==> src/rtl/serial_ripple_borrow_sub.sv <==
// Serial ripple-borrow subtractor: diff = a - b - bin, DIGIT bits per clock.
// Borrow is carried between cycles, LSB digit first.
module serial_ripple_borrow_sub #(
  parameter int WIDTH = 32,
  parameter int DIGIT = 4
) (
  input  logic             clk,
  input  logic             rst_n,
  input  logic             in_valid,
  output logic             in_ready,
  input  logic [WIDTH-1:0] a,
  input  logic [WIDTH-1:0] b,
  input  logic             bin,
  output logic             out_valid,
  input  logic             out_ready,
  output logic [WIDTH-1:0] diff,
  output logic             bout
);

  localparam int N  = WIDTH / DIGIT;
  localparam int CW = (N > 1) ? $clog2(N) : 1;

  if (WIDTH % DIGIT != 0) begin : g_bad_digit
    $error("WIDTH must be a multiple of DIGIT");
  end

  typedef enum logic [1:0] {
    IDLE,
    RUN,
    DONE
  } state_t;

  state_t           state, state_nx;
  logic [WIDTH-1:0] a_q, b_q, diff_q;
  logic [CW-1:0]    cnt;
  logic             brw, bout_q;
  logic [DIGIT-1:0] ad, bd;
  logic [DIGIT:0]   sub;
  logic             last;

  assign ad   = a_q[int'(cnt)*DIGIT +: DIGIT];
  assign bd   = b_q[int'(cnt)*DIGIT +: DIGIT];
  // Extra top bit of the widened difference is the digit borrow-out.
  assign sub  = {1'b0, ad} - {1'b0, bd}
              - {{DIGIT{1'b0}}, brw};
  assign last = (cnt == CW'(N - 1));

  assign in_ready  = (state == IDLE);
  assign out_valid = (state == DONE);
  assign diff      = diff_q;
  assign bout      = bout_q;

  always_comb begin
    state_nx = state;
    unique case (1'b1)
      (state == IDLE): if (in_valid)  state_nx = RUN;
      (state == RUN):  if (last)      state_nx = DONE;
      (state == DONE): if (out_ready) state_nx = IDLE;
      default:                        state_nx = IDLE;
    endcase
  end

  always_ff @(posedge clk or negedge rst_n) begin
    if (!rst_n) begin
      state <= IDLE;
    end else begin
      state <= state_nx;
    end
  end

  always_ff @(posedge clk or negedge rst_n) begin
    if (!rst_n) begin
      a_q    <= '0;
      b_q    <= '0;
      diff_q <= '0;
      cnt    <= '0;
      brw    <= 1'b0;
      bout_q <= 1'b0;
    end else if (state == IDLE) begin
      if (in_valid) begin
        a_q    <= a;
        b_q    <= b;
        brw    <= bin;
        diff_q <= '0;
        cnt    <= '0;
        bout_q <= 1'b0;
      end
    end else if (state == RUN) begin
      diff_q[int'(cnt)*DIGIT +: DIGIT] <= sub[DIGIT-1:0];
      brw <= sub[DIGIT];
      cnt <= cnt + 1'b1;
      if (last) begin
        bout_q <= sub[DIGIT];
        cnt    <= '0;
      end
    end
  end

endmodule

==> config.mk <==
export PLATFORM = sky130hd
export DESIGN_NAME = serial_ripple_borrow_sub
export DESIGN_NICKNAME = d
export VERILOG_FILES = /design/src/rtl/serial_ripple_borrow_sub.sv
export SDC_FILE = /design/constraint.sdc
export NUM_CORES = 1
export LEC_CHECK = 0
export BUFFER_PORTS_ARGS = -buffer_cell sky130_fd_sc_hd__buf_4
export CORE_ASPECT_RATIO = 0.7
export CORE_UTILIZATION = 35
export CTS_BUF_LIST = sky130_fd_sc_hd__clkbuf_8
export DETAILED_ROUTE_END_ITERATION = 8
export PLACE_DENSITY_LB_ADDON = 0.05
export SETUP_SLACK_MARGIN = 0.02
export SYNTH_ARGS = -nofsm -noshare
export SYNTH_HDL_FRONTEND = slang
export SYNTH_SLANG_ARGS = --single-unit
export TNS_END_PERCENT = 20
==> constraint.sdc <==
create_clock -name clk -period 9.25 [get_ports clk]
set_clock_uncertainty 0.05 [all_clocks]
set_input_delay 1.85 -clock clk [delete_from_list [all_inputs] [get_ports clk]]
set_output_delay 1.85 -clock clk [all_outputs]
set_load 0.005 [all_outputs]
Word level (Yosys, flattened, before mapping) --
Cells that the tools add are included.
Word-level totals: bits in registers 103, input bits 69, output and inout port bits 35, word-level logic and storage cells 47
Operators by class: add/sub/neg operators 4, equal/unequal tests 6, shift operators 4, mux-type cells 19, reductions and logical operators 7
Operator list (count):
- $mux 32 | 3
- $shiftx 32x6->4 | 2
- $neg 5->33 | 1
- $shift 4x33->32 const A | 1
- $shiftx 4x33->32 | 1
- $bwmux 32 | 1
- $mux 3 | 4
- $mux 1 | 7
- $mux 2 | 3
- $pmux 2 s3 | 1
- $reduce_and 3->1 | 2
- $sub 4x4->5 | 1
- $sub 5x1->5 | 1
- $ne 2x2->1 const B | 2
- $reduce_and 2->1 | 2
- $reduce_bool 2->1 | 2
- $add 3x1->3 const B | 1
- $eq 3x3->1 const B | 1
- $eq 2x1->1 const B | 1
- $eq 2x2->1 const B | 1
- $logic_not 2->1 | 1
- $ne 2x1->1 const B | 1

Longest topological paths before layout --
Gate-level depths: netlist (run 1).
depth in word-level cells 7, depth in mapped cells 13, depth with buffers taken out 10

Worst setup path after synthesis (run 1) --
Ideal clock, no wire load.
path kind reg-to-reg, start register cnt[0], end register diff_q[3], in the netlist diff[3], setup time 121 ps, data arrival time 3197 ps, required time 9079 ps, path slack 5882 ps, cell stages (with the launch flop) 14, buffers on the path 3, clock period less this slack 3368 ps, cells stage by stage dfrtp_1 -> buf_6 -> buf_12 -> buf_2 -> mux4_2 -> nand2_1 -> nand2_1 -> fa_1 -> ha_1 -> nor3b_1 -> xor2_1 -> mux2i_4 -> a22o_1 -> a22o_1
On the way: cells in the longest elaborated chain, start to end 7, elaborated cells on any way between the ends 10, those cells by class add/sub: 3; shift: 4; mux: 3
Ends and longest elaborated chain:
- start, declared | line 35 | logic [CW-1:0] cnt;
- start signal, assigned | line 91 | cnt <= cnt + 1'b1;
- $shiftx 32x6->4 (on tied branches) | line 41, 42
- $sub 4x4->5 | line 44 | assign sub = {1'b0, ad} - {1'b0, bd}
- $sub 5x1->5 | line 45 | - {{DIGIT{1'b0}}, brw};
- $shiftx 4x33->32 | line 89 | diff_q[int'(cnt)*DIGIT +: DIGIT] <= sub[DIGIT-1:0];
- $bwmux 32 * | line 89
- $mux 32 * | line 88 | end else if (state == RUN) begin
- $mux 32 * | line 79 | end else if (state == IDLE) begin
- end signal, assigned by index | line 89
- end, declared | line 34 | logic [WIDTH-1:0] a_q, b_q, diff_q;
Mark *: on every way between the ends. The rest lies on a longest branch, timed or not. The select of a mux whose other input is x is not followed. A chain may end at the register's enable or synchronous reset.

Final worst setup path (run 1) --
start register cnt[0], end register diff_q[14], in the netlist diff[14]
Same word-level chain as after synthesis.

==> results.md, run 1 <==
- Final setup vio count: 0
- RSZ-0062 raised after global routing: false
- Hold Path End: a_q[12]$_DFFE_PN0P_
- Main synth FF type: dfrtp_1
- WHS Path Cells: 2
- CP Launch Type: register
- Antenna-violating nets left: 0
- Die span in x: 143 um
- H-tree levels: 3
- IO Pins: 104
- Crit Path Category: reg -> reg
- Initial DRC Count: 142
- Setup crit end kind: register
- Via density: 4.82
- R2r worst-path depth: 9
- Avg WL per Cell: 15.9 um
- Post-Syn Area: 4850 um^2
- Yosys top cell area share: 53.1%
- Slew margin rel.: 37.0%
- Critical path peak fanout: 14
- Critical R2R Launch: cnt[0]$_DFFE_PN0P_
- R2R Setup Slk: 5440 ps
- Starting density of the core: 36.3%
- WL final: 12.2 mm
- Share of post-route cells with drive strength above 1: 24.1%
- Synthesis-to-finish area growth: 22.4%
- Final net count: 658
- Post-synthesis sequential area ratio: 53.1%
- Combinational family with the most area after synthesis: simple AND/OR/NAND/NOR gates
- Leading post-synthesis cells by cell area: dfrtp_1, nand2_1, a22o_1
- Vias: 3,693
- Mux contribution to synthesized area: 9.55%
- CTS max path bufs: 2
- Post-CTS resize count: 0
- Final hold violation count: 0
- Compound-Gate Fraction of Synth Area: 9.21%
- Slew Limit Fails: 0
- Hold Path Origin: a_q[12]$_DFFE_PN0P_
- Syn Inst Count: 486
- TritonCTS Buffers: 9
- Max_cap viols: 0
- Antenna cells: 0
- Post-synthesis adder-cell area fraction: 3.66%
- Placed cell area: 5760 um^2
- Final setup margin: 5440 ps
- Pwr dens: 387 nW/um^2
- Post-layout minimum cycle time: 3810 ps
- Fin area: 5940 um^2
- Slew @ Worst Pin: 943 ps
- Yosys synthesis warning count: 0
- Leakage: 3.07 nW
- Max VDD drop: 0.228 mV
- 1st-pass router iterations: 5
- Worst path required time: 9480 ps
- GPL Wtd Cong: 0.784
- FILL cells: 1,339
- Synth cell types: 37
- FMAX: 263 MHz
- Core Region: 13,400 um^2
- Layout Utilization: 44.5%
- Crit path from: cnt[0]$_DFFE_PN0P_
- DRC viols: 0
- Syn_nets: 568
- CTS Sinks: 103
- Buffers on Ports: 103
- Reg2reg end: diff[14]$_DFFE_PN0P_
- Largest net degree at the start of global routing: 73
- Synth top cells by count: nand2_1, dfrtp_1, a22o_1
- First-pass GRT wire length: 19.7 mm
- Reg clk slew, reported paths: 110 ps
- Total grt overflow: 0
- Syn_area_per_cell: 9.98 um^2
- Number of global-route vias before repair: 3,699
- DIE AREA: 14,300 um^2
- Post-synthesis simple-gate area fraction: 20.3%
- Final setup TNS: 0 ps
- Setup bufs post-CTS: 0
- Cts hold-fix bufs: 0
- CTS Root Buffer Type: clkbuf_8
- Hpwl dp: 8.63 mm
- Initial antenna violation count: 0
- Synth Register Bits: 103
- EDFF count, synth: 0
- Fin crit share: 41.2%
- Die Span Y: 100 um
- Pre-CTS setup slack: 5450 ps
- Gr usage total: 18.1%
- CP arrival: 4040 ps
- Std-Cell Rows: 35
- Most frequent cell after synthesis: nand2_1
- Worst hold-check path type: reg -> reg
- Clock latency on the worst-skew pair: 370 ps
- XOR/XNOR Fraction of Synth Area: 0.722%
- FFs w/ async S/R, synth: 100%
- Largest area contributor in the netlist: dfrtp_1
- TritonCTS clock tree: yes
- Run status: complete, no violations
layout make-up:
cell class	instances	area, um^2	area share, %
Clock buffer	9	124	2.09
Clock inverter	7	56.3	0.948
Inverter	9	33.8	0.569
Multi-Input combinational cell	346	2110	35.6
Sequential cell	103	2580	43.4
Tap cell	185	231	3.90
Timing Repair Buffer	107	803	13.5
registers in the layout, summed over array words and instances, names as in the netlist:
register  flops
b_q          32
state         2
bout          1
cnt           3
a_q          32
brw           1
diff         32
layer usage:
metal	GRT usage (%)	up-vias	wire length [um]
met2	25.8	80	5120
met3	4.32	6	650
met1	27.8	1801	6330
li1	-	1806	-
met4	3.47	0	66
met5	0	-	0
where the power goes:
| group | leakage [nW] | internal (mW) | total [mW] | switching [mW] |
|---|---|---|---|---|
| logic | 1.66 | 0.547 | 1.24 | 0.698 |
| clock network | 0.0891 | 0.101 | 0.269 | 0.168 |
| registers | 1.33 | 0.639 | 0.787 | 0.148 |
| total | 3.07 | 1.29 | 2.30 | 1.01 |
through the flow:
step,instances,power [mW],hold WS [ps]
after CTS,766,2.33,436
after detailed placement,750,2.05,410
after floorplan,486,1.65,387
final,766,2.30,431
after global routing,766,2.49,455
after global placement,750,2.04,404
cells in the final DEF, fill, tap and decap left out, drive strengths merged:
master,count
a21oi,9
a221o,1
a22o,37
buf,107
clkbuf,9
clkinv,2
clkinvlp,2
dfrtp,103
fa,2
ha,11
inv,12
mux2,1
mux2i,9
mux4,15
nand2,210
nand2b,3
nand3,7
nor2,15
nor2b,3
nor3,3
nor3b,2
nor4bb,1
o2111ai,1
o21ai,4
o21bai,1
o31ai,3
o41ai,1
or2,1
or3,1
or3b,1
xnor2,2
xor2,2
critical path, stage by stage, from the launching register on:
cell	delay [ps]
dfrtp_1	680
buf_4	380
mux4_1	580
nand2_1	80
nand2_1	80
fa_1	420
fa_1	440
xor2_1	500
nand2_1	140
o41ai_1	360
cell families (layout without fill, tap and decap cells):
group,after synthesis,count (layout)
buf+inv,37,132
fa+ha+maj,13,13
xor+xnor,4,4
mux,25,25
simple gates,247,247
compound gates,57,57
flops,103,103
how the worst max path moves through the flow:
stage                           endpoint
floorplan            diff[3]$_DFFE_PN0P_
global placement    diff[14]$_DFFE_PN0P_
detailed placement  diff[14]$_DFFE_PN0P_
CTS                 diff[14]$_DFFE_PN0P_
global route        diff[14]$_DFFE_PN0P_
finish              diff[14]$_DFFE_PN0P_
Power figures use the tool's default switching activity.
==> run 2: changes to the inputs <==
==> constraint.sdc (replaced) <==
create_clock -name clk -period 3.8 [get_ports clk]
set_clock_uncertainty 0.05 [all_clocks]
set_input_delay 0.76 -clock clk [delete_from_list [all_inputs] [get_ports clk]]
set_output_delay 0.76 -clock clk [all_outputs]
set_load 0.005 [all_outputs]
==> run 2 against run 1 <==
Flip-flop and latch count stayed put. Global-route usage is 0.83 points higher. Worst setup slack lost 5000 ps. Register-to-register slack got worse by 5000 ps. Critical endpoint is now diff[3]$_DFFE_PN0P_. First-iteration DRC count is 18% higher.
==> results.md, run 2 (synthesis gave the netlist of run 1 again) <==
- Run status: complete, no violations
- Fin cells: 773
- Switching pwr: 2.57 mW
- Clock power frac: 11.6%
- Avg WL per Cell: 15.9 um
- Switching Share: 44.3%
- RSZ-0062 raised after global routing: false
- CTS max path bufs: 2
- Critical R2R Launch: cnt[0]$_DFFE_PN0P_
- Final setup TNS: 0 ps
- Internal: 3.24 mW
- Slew margin rel.: 37.0%
- Most frequent cells in the layout: nand2_1, buf_4, dfrtp_1
- Hpwl dp: 9.00 mm
- Setup bufs post-CTS: 0
- Critical path peak fanout: 9
- Max_cap viols: 0
- R2r worst-path depth: 10
- TritonCTS Buffers: 9
- Number of global-route vias before repair: 3,877
- Cts hold-fix bufs: 0
- Worst path required time: 4020 ps
- Antenna-violating nets left: 0
- Sequential power share: 32.3%
- Final net count: 665
- Fin crit share: 89.3%
- H-tree levels: 3
- Total grt overflow: 0
- Commonest non-fill, non-tap cell in the layout: nand2_1
- Post-Place Cells: 757
- Final setup margin: 406 ps
- IO Pins: 104
- FMAX: 295 MHz
- DRC viols: 0
- Pre-CTS setup slack: 424 ps
- Gr usage total: 18.9%
- R2R Setup Slk: 410 ps
- Antenna cells: 0
- TritonCTS clock tree: yes
- Setup crit end kind: register
- CTS Root Buffer Type: clkbuf_8
- Worst hold-check path type: in -> async
- Initial DRC Count: 167
- Post-layout minimum cycle time: 3390 ps
- Via density: 4.88
- Met3 Track Usage GR: 4.13%
- Std-Cell Rows: 35
- Core Region: 13,400 um^2
- Final setup vio count: 0
- Most Crowded Layer GR: met1
- GPL Wtd Cong: 0.760
- Vias: 3,769
- Starting density of the core: 36.3%
- Largest net degree at the start of global routing: 61
- 1st-pass router iterations: 4
- GRT met2 Usage: 27.1%
- Pwr dens: 966 nW/um^2
- Die Span Y: 100 um
- Share of post-route cells with drive strength above 1: 25.2%
- WL final: 12.3 mm
- Slew Limit Fails: 0
- Clock latency on the worst-skew pair: 370 ps
- CP arrival: 3620 ps
- DIE AREA: 14,300 um^2
- Crit Path Category: reg -> reg
- Synthesis-to-finish area growth: 24.0%
- Max VDD drop: 0.485 mV
- Buffers on Ports: 103
- Leakage: 3.12 nW
- Combinational share of power: 56.2%
- Reg clk slew, reported paths: 100 ps
- First-pass GRT wire length: 20.6 mm
- CTS Sinks: 103
- Slew @ Worst Pin: 943 ps
- Met1 Resource Use GR: 29.1%
- Reg2reg end: diff[3]$_DFFE_PN0P_
- CP Launch Type: register
- Post-CTS resize count: 0
- Die span in x: 143 um
- Final hold violation count: 0
- Initial antenna violation count: 0
==> run 2: cell types whose count changed in the layout (fill, tap and decap cells not counted), sizes merged <==
cell	change
buf	+7
clkbuf	+1
clkinvlp	-1
==> run 2: per-layer routing <==
layer / vias to the layer above / part of all wire (%)
met4: 0 / 0.41
li1: 1819 / -
met5: - / 0
met2: 76 / 42
met1: 1869 / 53
met3: 5 / 4.4
==> run 2: layout make-up <==
class	instances	area, um^2
Multi-Input combinational cell	346	2110
Clock inverter	6	51.3
Clock buffer	10	138
Sequential cell	103	2580
Fill cell	1326	7340
Tap cell	185	231
Inverter	9	33.8
Timing Repair Buffer	114	868
==> run 2: worst max path at each step <==
stage / from / endpoint / slack, ps
2_1_floorplan: cnt[0]$_DFFE_PN0P_ / diff[3]$_DFFE_PN0P_ / 430
3_3_place_gp: cnt[0]$_DFFE_PN0P_ / diff[3]$_DFFE_PN0P_ / 490
3_5_place_dp: cnt[0]$_DFFE_PN0P_ / diff[3]$_DFFE_PN0P_ / 420
4_1_cts: cnt[0]$_DFFE_PN0P_ / diff[3]$_DFFE_PN0P_ / 400
5_1_grt: cnt[0]$_DFFE_PN0P_ / diff[3]$_DFFE_PN0P_ / 230
6_report: cnt[0]$_DFFE_PN0P_ / diff[3]$_DFFE_PN0P_ / 410
==> run 2: worst max-delay path, cell delays in order (launching register included) <==
cell and delay [ps]:
dfrtp_1 690, mux4_1 610, nand2_1 80, nand2_1 80, fa_1 420, ha_1 290
nor3b_1 240, xor2_1 260, mux2i_4 170, a22o_1 230, a22o_1 170
==> run 2: power groups by stage <==
stage	logic, mW	clock network (mW)	registers (mW)
finish	3.26	0.672	1.87
CTS	3.29	0.696	1.88
global placement	3.20	0	1.92
detailed placement	3.27	0	1.90
global route	3.64	0.739	1.94
floorplan	2.25	0	1.77
==> run 2: stage by stage <==
step | hold slack, ps | power (mW) | cell area (um^2) | utilization, %
4_1_cts | 422 | 5.87 | 6010 | 45.0
3_3_place_gp | 404 | 5.12 | 5820 | 43.6
5_1_grt | 442 | 6.31 | 6010 | 45.0
6_report | 401 | 5.81 | 6010 | 45.0
3_5_place_dp | 410 | 5.17 | 5820 | 43.6
2_1_floorplan | 387 | 4.02 | 4850 | -
==> run 3: changes to the inputs <==
==> constraint.sdc (replaced) <==
create_clock -name clk -period 3.8 [get_ports clk]
set_clock_uncertainty 0.05 [all_clocks]
set_input_delay 0.57 -clock clk [delete_from_list [all_inputs] [get_ports clk]]
set_output_delay 0.57 -clock clk [all_outputs]
set_load 0.005 [all_outputs]
==> run 3 against run 2 <==
Sequential power about the same. Hold slack worse by 220 ps. Critical path depth unchanged. Register-to-register slack improved by 110 ps. Sequential share of layout area grew 0.089 points. Clock power rose by 3.4%. Final area shrank 0.21%. Largest power group unchanged.
==> results.md, run 3 (synthesis gave the netlist of run 1 again) <==
- CTS max path bufs: 2
- Die Span Y: 100 um
- Core Region: 13,400 um^2
- TritonCTS Buffers: 9
- Share of post-route cells with drive strength above 1: 24.9%
- Slew Limit Fails: 0
- CTS Sinks: 103
- WL final: 12.2 mm
- Final net count: 664
- Buffers on Ports: 103
- Std-Cell Rows: 35
- IO Pins: 104
- Final setup vio count: 0
- Setup crit end kind: register
- CP Launch Type: register
- Internal: 3.27 mW
- Worst hold-check path type: in -> async
- Gr usage total: 18.7%
- DRC viols: 0
- Initial DRC Count: 184
- Placed cell area: 5800 um^2
- Vias: 3,676
- Total grt overflow: 0
- Most frequent cells in the layout: nand2_1, buf_4, dfrtp_1
- Max_cap viols: 0
- Cts hold-fix bufs: 0
- Final hold violation count: 0
- Clock power frac: 12.0%
- Slew margin rel.: 41.4%
- Reg clk slew, reported paths: 90 ps
- Antenna-violating nets left: 0
- Hpwl dp: 8.97 mm
- Number of global-route vias before repair: 3,830
- Initial antenna violation count: 0
- CP arrival: 3500 ps
- Fin crit share: 86.3%
- Leakage: 3.12 nW
- Post-layout minimum cycle time: 3280 ps
- TritonCTS clock tree: yes
- Fin area: 6000 um^2
- Max VDD drop: 0.532 mV
- Crit Path Category: reg -> reg
- Commonest non-fill, non-tap cell in the layout: nand2_1
- Switching pwr: 2.51 mW
- DIE AREA: 14,300 um^2
- Layout Utilization: 44.9%
- Run status: complete, no violations
- Switching Share: 43.4%
- Final setup TNS: 0 ps
- Starting density of the core: 36.3%
- Combinational share of power: 55.1%
- First-pass GRT wire length: 20.2 mm
- H-tree levels: 3
- Setup bufs post-CTS: 0
- Pwr dens: 964 nW/um^2
- Critical path peak fanout: 8
- Post-CTS resize count: 0
- FMAX: 305 MHz
- Sequential power share: 32.9%
- CTS Root Buffer Type: clkbuf_8
- Antenna cells: 0
- GPL Wtd Cong: 0.828
- Worst path required time: 4020 ps
- Clock latency on the worst-skew pair: 380 ps
- 1st-pass router iterations: 4
- Avg WL per Cell: 15.8 um
- RSZ-0062 raised after global routing: false
- Synthesis-to-finish area growth: 23.7%
- Slew @ Worst Pin: 877 ps
- Die span in x: 143 um
- Largest net degree at the start of global routing: 69
- Via density: 4.76
## run 3: through the flow
| step | worst slack (ps) | std cells | hold WS (ps) | power [mW] |
|---|---|---|---|---|
| floorplan | 432 | 486 | 224 | 4.02 |
| global placement | 540 | 756 | 406 | 5.09 |
| detailed placement | 514 | 756 | 411 | 5.13 |
| CTS | 502 | 772 | 196 | 5.84 |
| global route | 164 | 772 | 222 | 6.30 |
| finish | 520 | 772 | 178 | 5.78 |
## run 3: power groups by stage
stage / Sequential (mW) / Combinational (mW) / Clock [mW]
6_report: 1.90 / 3.19 / 0.695
5_1_grt: 1.97 / 3.57 / 0.762
4_1_cts: 1.91 / 3.22 / 0.716
3_5_place_dp: 1.92 / 3.21 / 0
3_3_place_gp: 1.94 / 3.15 / 0
2_1_floorplan: 1.77 / 2.25 / 0
## run 3: final cells by class
class                           count  area (um^2)
Fill cell                        1343         7360
Sequential cell                   103         2580
Tap cell                          185          231
Inverter                            9         33.8
Clock buffer                        9          124
Timing Repair Buffer              113          848
Clock inverter                      7         72.6
Multi-Input combinational cell    346         2110
## run 3: critical path: stages (launching register included)
cell	delay (ps)
dfrtp_1	590
mux4_1	610
nand2_1	80
nand2_1	90
fa_1	420
ha_1	300
nor3b_1	230
xor2_1	260
mux2i_4	160
a22o_1	220
a22o_1	170
## run 3: path summary, 6_finish.rpt
kind,start,to,slack [ps],cells past startpoint
worst max-delay path,cnt[0]$_DFFE_PN0P_,diff[3]$_DFFE_PN0P_,520,10
worst min-delay path,rst_n,b_q[17]$_DFFE_PN0P_,180,1
worst max register to register,cnt[0]$_DFFE_PN0P_,diff[3]$_DFFE_PN0P_,520,10
worst min register to register,a_q[12]$_DFFE_PN0P_,a_q[12]$_DFFE_PN0P_,430,2
max in group asynchronous,rst_n,brw$_DFFE_PN0P_,2660,2
min in group clk,a[14],a_q[14]$_DFFE_PN0P_,320,3
## run 3: layer usage
metal / part of all wire [%] / wire [um] / global-route usage, % / vias up
met3: 5.0 / 608 / 4.42 / 12
met2: 42 / 5200 / 27.5 / 87
li1: - / - / - / 1814
met1: 52 / 6310 / 27.9 / 1763
met4: 0.96 / 117 / 4.47 / 0
met5: 0 / 0 / 0 / -
